[config.mk]
export PLATFORM = sky130hd
export DESIGN_NAME = count_enable_ctrl
export DESIGN_NICKNAME = d
export VERILOG_FILES = /design/src/rtl/count_ctrl_pkg.sv /design/src/rtl/btn_debounce.sv /design/src/rtl/count_enable_ctrl.sv
export SDC_FILE = /design/constraint.sdc
export NUM_CORES = 1
export LEC_CHECK = 0
export CAP_MARGIN = 30
export CORE_AREA = 2 2 45 47
export DETAILED_ROUTE_END_ITERATION = 8
export DIE_AREA = 0 0 47 49
export GPL_ROUTABILITY_DRIVEN = 0
export HOLD_SLACK_MARGIN = 0.12
export PLACE_DENSITY = 0.52
export SETUP_SLACK_MARGIN = 0.15
export SYNTH_ARGS = -nofsm -noshare
export SYNTH_HDL_FRONTEND = slang
export SYNTH_SLANG_ARGS = --single-unit
export TNS_END_PERCENT = 1
[constraint.sdc]
create_clock -name clk -period 3.7 [get_ports clk]
set_input_delay 0.555 -clock clk [delete_from_list [all_inputs] [get_ports clk]]
set_output_delay 0.555 -clock clk [all_outputs]
set_load 0.02 [all_outputs]
[src/rtl/count_ctrl_pkg.sv]
// Shared types and width helpers for the counter enable control stage.
package count_ctrl_pkg;

    localparam int DEFAULT_DEBOUNCE_CYCLES = 16;
    localparam int DEFAULT_TICK_DIV        = 4;

    typedef enum logic [1:0] {
        DB_LOW,
        DB_RISE,
        DB_HIGH,
        DB_FALL
    } db_state_t;

    // Counter width that never collapses to zero bits for a modulus of 1.
    function automatic int width_min1(input int n);
        return (n > 1) ? $clog2(n) : 1;
    endfunction

endpackage

[src/rtl/btn_debounce.sv]
// Synchronizes and debounces a raw push-button; reports accepted level changes.
module btn_debounce
    import count_ctrl_pkg::*;
#(
    parameter int DEBOUNCE_CYCLES = DEFAULT_DEBOUNCE_CYCLES
) (
    input  logic clk,
    input  logic reset,
    input  logic btn,
    output logic press,
    output logic flip,
    output logic level
);

    localparam int CNT_W = width_min1(DEBOUNCE_CYCLES + 1);
    localparam logic [CNT_W-1:0] CNT_LAST = CNT_W'(DEBOUNCE_CYCLES - 1);

    logic             sync_a;
    logic             btn_s;
    db_state_t        state;
    db_state_t        state_next;
    logic [CNT_W-1:0] db_cnt;
    logic [CNT_W-1:0] cnt_next;

    always_ff @(posedge clk or negedge reset) begin
        if (!reset) begin
            sync_a <= 1'b0;
            btn_s  <= 1'b0;
            state  <= DB_LOW;
            db_cnt <= '0;
            press  <= 1'b0;
        end else begin
            sync_a <= btn;
            btn_s  <= sync_a;
            state  <= state_next;
            db_cnt <= cnt_next;
            press  <= flip && !level;
        end
    end

    // flip marks the edge at which a new level is accepted, in either direction.
    always_comb begin
        state_next = state;
        cnt_next   = db_cnt;
        flip       = 1'b0;
        unique case (state)
            DB_LOW: begin
                if (btn_s) begin
                    state_next = DB_RISE;
                    cnt_next   = '0;
                end
            end
            DB_RISE: begin
                if (!btn_s) begin
                    state_next = DB_LOW;
                end else if (db_cnt == CNT_LAST) begin
                    state_next = DB_HIGH;
                    flip       = 1'b1;
                end else begin
                    cnt_next = db_cnt + 1'b1;
                end
            end
            DB_HIGH: begin
                if (!btn_s) begin
                    state_next = DB_FALL;
                    cnt_next   = '0;
                end
            end
            DB_FALL: begin
                if (btn_s) begin
                    state_next = DB_HIGH;
                end else if (db_cnt == CNT_LAST) begin
                    state_next = DB_LOW;
                    flip       = 1'b1;
                end else begin
                    cnt_next = db_cnt + 1'b1;
                end
            end
            default: state_next = DB_LOW;
        endcase
    end

    assign level = (state == DB_HIGH) || (state == DB_FALL);

endmodule

[src/rtl/count_enable_ctrl.sv]
// Start/stop run control with a prescaled one-cycle enable for the counter.
module count_enable_ctrl
    import count_ctrl_pkg::*;
#(
    parameter int DEBOUNCE_CYCLES = DEFAULT_DEBOUNCE_CYCLES,
    parameter int TICK_DIV        = DEFAULT_TICK_DIV
) (
    input  logic clk,
    input  logic reset,
    input  logic btn,
    input  logic stop,
    output logic enable,
    output logic running,
    output logic press
);

    localparam int DIV_W = width_min1(TICK_DIV);
    localparam logic [DIV_W-1:0] DIV_LAST = DIV_W'(TICK_DIV - 1);

    logic             flip;
    logic             level;
    logic             toggle;
    logic             running_next;
    logic [DIV_W-1:0] div;

    btn_debounce #(
        .DEBOUNCE_CYCLES(DEBOUNCE_CYCLES)
    ) u_debounce (
        .clk   (clk),
        .reset (reset),
        .btn   (btn),
        .press (press),
        .flip  (flip),
        .level (level)
    );

    // Only an accepted rise (level currently low) counts as a press.
    assign toggle = flip && !level;

    always_comb begin
        running_next = running;
        if (stop) begin
            running_next = 1'b0;
        end else if (toggle) begin
            running_next = !running;
        end
    end

    // div only advances while running before and after the edge, so it starts
    // from 0 on a start and clears on the same edge as a stop.
    always_ff @(posedge clk or negedge reset) begin
        if (!reset) begin
            running <= 1'b0;
            div     <= '0;
        end else begin
            running <= running_next;
            if (running && running_next) begin
                div <= (div == DIV_LAST) ? '0 : div + 1'b1;
            end else begin
                div <= '0;
            end
        end
    end

    assign enable = running && (div == DIV_LAST);

endmodule

Word level (Yosys, flattened, before mapping)
Cells that the tools add are included.

word-level totals
  register bits after elaboration = 13
  input port bits = 4
  output and inout port bits = 3
  word-level logic and storage cells = 50

cells by class
  add/sub/neg operators = 2
  equal/unequal tests = 11
  multiplexer cells = 21
  reduce and logical (&&, ||, !) cells = 9

operator list
  operator                                                          count
  5-bit 2-to-1 mux                                                  5
  5-bit one-hot mux with 4 select lines                             1
  2-bit 2-to-1 mux                                                  8
  2-bit one-hot mux with 4 select lines                             1
  4-bit AND reduction                                               2
  2-bit == test (second input constant)                             3
  5-bit by 1-bit adder with 5-bit output (second input constant)    1
  5-bit by 4-bit == test with 1-bit output (second input constant)  1
  1-bit 2-to-1 mux                                                  5
  2-bit by 1-bit != test with 1-bit output (second input constant)  2
  2-bit != test (second input constant)                             2
  1-bit logical AND                                                 3
  3-bit by 1-bit != test with 1-bit output (second input constant)  1
  3-bit != test (second input constant)                             1
  2-bit by 1-bit adder with 2-bit output (second input constant)    1
  2-bit by 1-bit == test with 1-bit output (second input constant)  1
  1-bit logical NOT                                                 2
  2-bit logical NOT                                                 1
  1-bit one-hot mux with 2 select lines                             1
  1-bit logical OR                                                  1

Logic depth before layout (Yosys ltp)
  word-level depth = 9
  mapped depth = 7
  mapped depth without buffers = 6

By module
From an unflattened synthesis, not the netlist that was laid out.

second synthesis, totals
  cells, all modules = 59
  area, all modules = 625.6 µm²

modules (own cells, without submodules)
  module             times used  cells an instance  area an instance (µm²)  sequential area each (µm²)
  btn_debounce       1           48                 486.7                   250.2
  count_enable_ctrl  1           11                 138.9                   75.1

Worst setup path before layout
No wires, ideal clock.

  kind = register to register
  start = reg u_debounce.db_cnt[0]
  end = reg u_debounce.db_cnt[3]
  library setup time = 0.069 ns
  arrival time = 1.774 ns
  required time = 3.631 ns
  setup slack = 1.857 ns
  stages on the path, launching flop included = 8
  buffers on the path = 1
  clock period less this slack = 1.843 ns
  path through = dfrtp_1 > ha_1 > and3_1 > ha_1 > buf_2 > nand4b_1 > or4b_1 > nand3_1

between the ends
  longest elaborated chain between the ends = 4

RTL lines
  item                                                                                                RTL line                                RTL
  from (decl)                                                                                         btn_debounce.sv:22                      logic [CNT_W-1:0] db_cnt;
  from (signal assigned)                                                                              btn_debounce.sv:36                      db_cnt <= cnt_next;
  5-bit by 1-bit adder with 5-bit output or 5-bit by 4-bit == test with 1-bit output (tied branches)  n/a
  5-bit 2-to-1 mux (*)                                                                                btn_debounce.sv:56, btn_debounce.sv:72
  5-bit 2-to-1 mux (on tied branches)                                                                 btn_debounce.sv:70, btn_debounce.sv:54
  5-bit one-hot mux with 4 select lines (*)                                                           btn_debounce.sv:46                      unique case (state)

Mark *: on every way between the ends. The rest lies on a longest branch, timed or not. The select of a mux whose other input is x is not followed.
A chain may end at the register's enable or synchronous reset.

Final worst setup path
  start = reg div[0]
  end = out enable

between the ends
  longest elaborated chain between the ends = 2

RTL lines
  item                    RTL line                 RTL
  from (decl)             count_enable_ctrl.sv:24  logic [DIV_W-1:0] div;
  from (signal assigned)  count_enable_ctrl.sv:58  div <= (div == DIV_LAST) ? '0 : div + 1'b1;
  2-bit == test           count_enable_ctrl.sv:65  assign enable = running && (div == DIV_LAST);
  1-bit logical AND       count_enable_ctrl.sv:65
  to (decl)               count_enable_ctrl.sv:12  output logic enable,

Every way passes these cells.

==> metrics <==
largest net degree at the start of global routing 14; Routed Wire Length 915 um; initial antenna violation count 0; post-route minimum period 2090 ps; Slew Limit Headroom 0.463; Setup TNS 0 ps; switching power 0.0710 mW; hold crit path type register to register; Overall Power 0.279 mW; CP Class register to primary output; status completed; leading cell types in the layout, fill and taps excluded dfrtp_1 (13), nand3_1 (8), nand2_1 (6), clkdlybuf4s50_1 (6), inv_1 (4); CP max stage cell clkdlybuf4s50_1; Cells after Synth 56; total track usage 0.105; PwrDens 398 nW/um2; CTS tree built; Buf+Inv Stages, Crit Path 1; peak supply drop 0.177 mV; initial core utilization 0.327; Mapped Area 602 um2; Filler cells 192; sequential power share 0.598; wire per inst 10.2 um; core area 1840 um2; DR iter-0 viols 5; Site Rows 16; # port buffers 6; Yosys cell types 21; worst-path maximum fanout 2; post-synth top area share 0.541; final hold slack 355 ps; die area 2300 um2; Root Driver clkbuf_4; post-CTS setup buffers 0; DRT Pass-1 Iters 4; vias in the first global route 379; commonest non-fill, non-tap cell in the layout dfrtp_1; final hold viol count 0; critical path launch point type register; CP endpoint kind primary output; Net Sw Frac 0.255; register area share after synthesis 0.541; actual slew at the worst max-slew pin 800 ps; Leakage 0.319 nW; PostCTS Resize Cnt 0; Die Y-Extent 49 um; Comb pwr share 0.091; CTS clock-pin slew for the worst setup and hold paths 80 ps; share of cells above drive strength 1 0.0476; max-cap violations 0; # diodes 0; CTS buffer count 3; DR vias/cell 4.46; final setup margin 1610 ps; P&R area growth vs syn 16.4%; routed vias 401; Die W 47 um; clock power share 0.311; crit share post-route 0.566; clock latency on the worst-skew pair 270 ps; clock buffer depth 2; Internal 0.208 mW; first-pass GRT wire length 1710 um; crit-path max cell delay 530 ps; Hold Buf Count CTS 0; Slew Viols, Final 0; top cells by area, synth dfrtp_1 (54%), nand3_1 (6.7%), ha_1 (6.2%); mean post-synth cell area 10.7 um2; post-placement worst setup slack 1810 ps; delay-heaviest family, CP buffers and inverters; IO Count 7; CTS H-tree lvls 1; CTS sink count 13; Cell Chain, Critical Path ha_1 > and2_1 > clkdlybuf4s50_1; Worst EP arrival 1540 ps; final number of setup-violating endpoints 0; worst path required time 3140 ps; post-route ant nets 0; clk_skew 1.94 ps; grt ovf 0; syn_nets 63; Max Fclk 478 MHz; NumNets Final 71; Ys Warns 0; area leader, netlist dfrtp_1; RSZ-0062 raised after global routing false; DRC violations left 0; flops & latches, synth 13; detailed placer's ending HPWL 669 um
## final timing paths
| kind | start | end | slack (ps) | cells past startpoint |
|---|---|---|---|---|
| max in group asynchronous | reset | running$_DFF_PN0_ | 2690 | 1 |
| worst max-delay path | div[0]$_DFF_PN0_ | enable | 1610 | 3 |
| worst min-delay path | u_debounce.sync_a$_DFF_PN0_ | u_debounce.btn_s$_DFF_PN0_ | 360 | 0 |
| worst max register to register | u_debounce.db_cnt[0]$_DFFE_PN0P_ | u_debounce.db_cnt[3]$_DFFE_PN0P_ | 1780 | 6 |
| min in group asynchronous | reset | u_debounce.db_cnt[0]$_DFFE_PN0P_ | 640 | 1 |
| worst min register to register | u_debounce.sync_a$_DFF_PN0_ | u_debounce.btn_s$_DFF_PN0_ | 360 | 0 |
## per-stage QoR
step                      cells  cell area, um2  utilization
after floorplan              56             602            -
after global placement       86             674        0.366
after detailed placement     86             674        0.366
after CTS                    90             701        0.380
after global routing         90             701        0.380
final                        90             701        0.380
## area by class of cell
type,instances,area [um2],share of cell area
inverter,4,15.0,0.0214
sequential,13,325,0.464
tap,27,33.8,0.0482
timing repair buffer,6,60.1,0.0857
clock buffer,4,26.3,0.0375
multi-input combinational,36,240,0.343
## sequential cells by signal, summed over array words and instances (netlist names), named ones only
| signal | flops |
|---|---|
| u_debounce.sync_a | 1 |
| u_debounce.btn_s | 1 |
| u_debounce.state | 1 |
| u_debounce.db_cnt | 5 |
| div | 2 |
| u_debounce.press | 1 |
| running | 1 |
## power groups by stage
stage | registers [mW] | clock network, mW | logic, mW
after floorplan | 0.165 | 0 | 0.0198
after global placement | 0.169 | 0 | 0.0245
after detailed placement | 0.170 | 0 | 0.0258
after CTS | 0.167 | 0.0912 | 0.0261
after global routing | 0.169 | 0.0971 | 0.0305
final | 0.167 | 0.0865 | 0.0255
## layer usage
layer  routed length [um]  GRT usage  up-vias
li1                     -          -      210
met1                  443      0.151      182
met2                  417      0.130        5
met3                   28     0.0222        4
met4                   26     0.0833        0
met5                    0          0        -
## cell families (layout without fill, tap and decap cells)
logic type,count (synthesis),in the layout,share of synthesized area
buffers and inverters,7,14,0.0603
flip-flops,13,13,0.541
AO/OA/AOI/OAI,3,3,0.0374
adder cells (fa/ha/maj),3,3,0.0624
multiplexers,1,1,0.0187
XOR/XNOR,2,2,0.0291
AND/OR/NAND/NOR,27,27,0.252
## cells in the mapped netlist
cell	n
dfrtp_1	13
nand3_1	8
nand2_1	6
inv_1	4
ha_1	3
buf_2	2
nand2b_1	2
nand4b_1	2
nor2_1	2
o311ai_1	2
or4b_1	2
a21oi_1	1
and2_1	1
and3_1	1
buf_6	1
mux2_1	1
nand3b_1	1
nor3_1	1
or3_1	1
xnor2_1	1
xor2_1	1
Note: power is estimated with default switching activity, not from simulation.
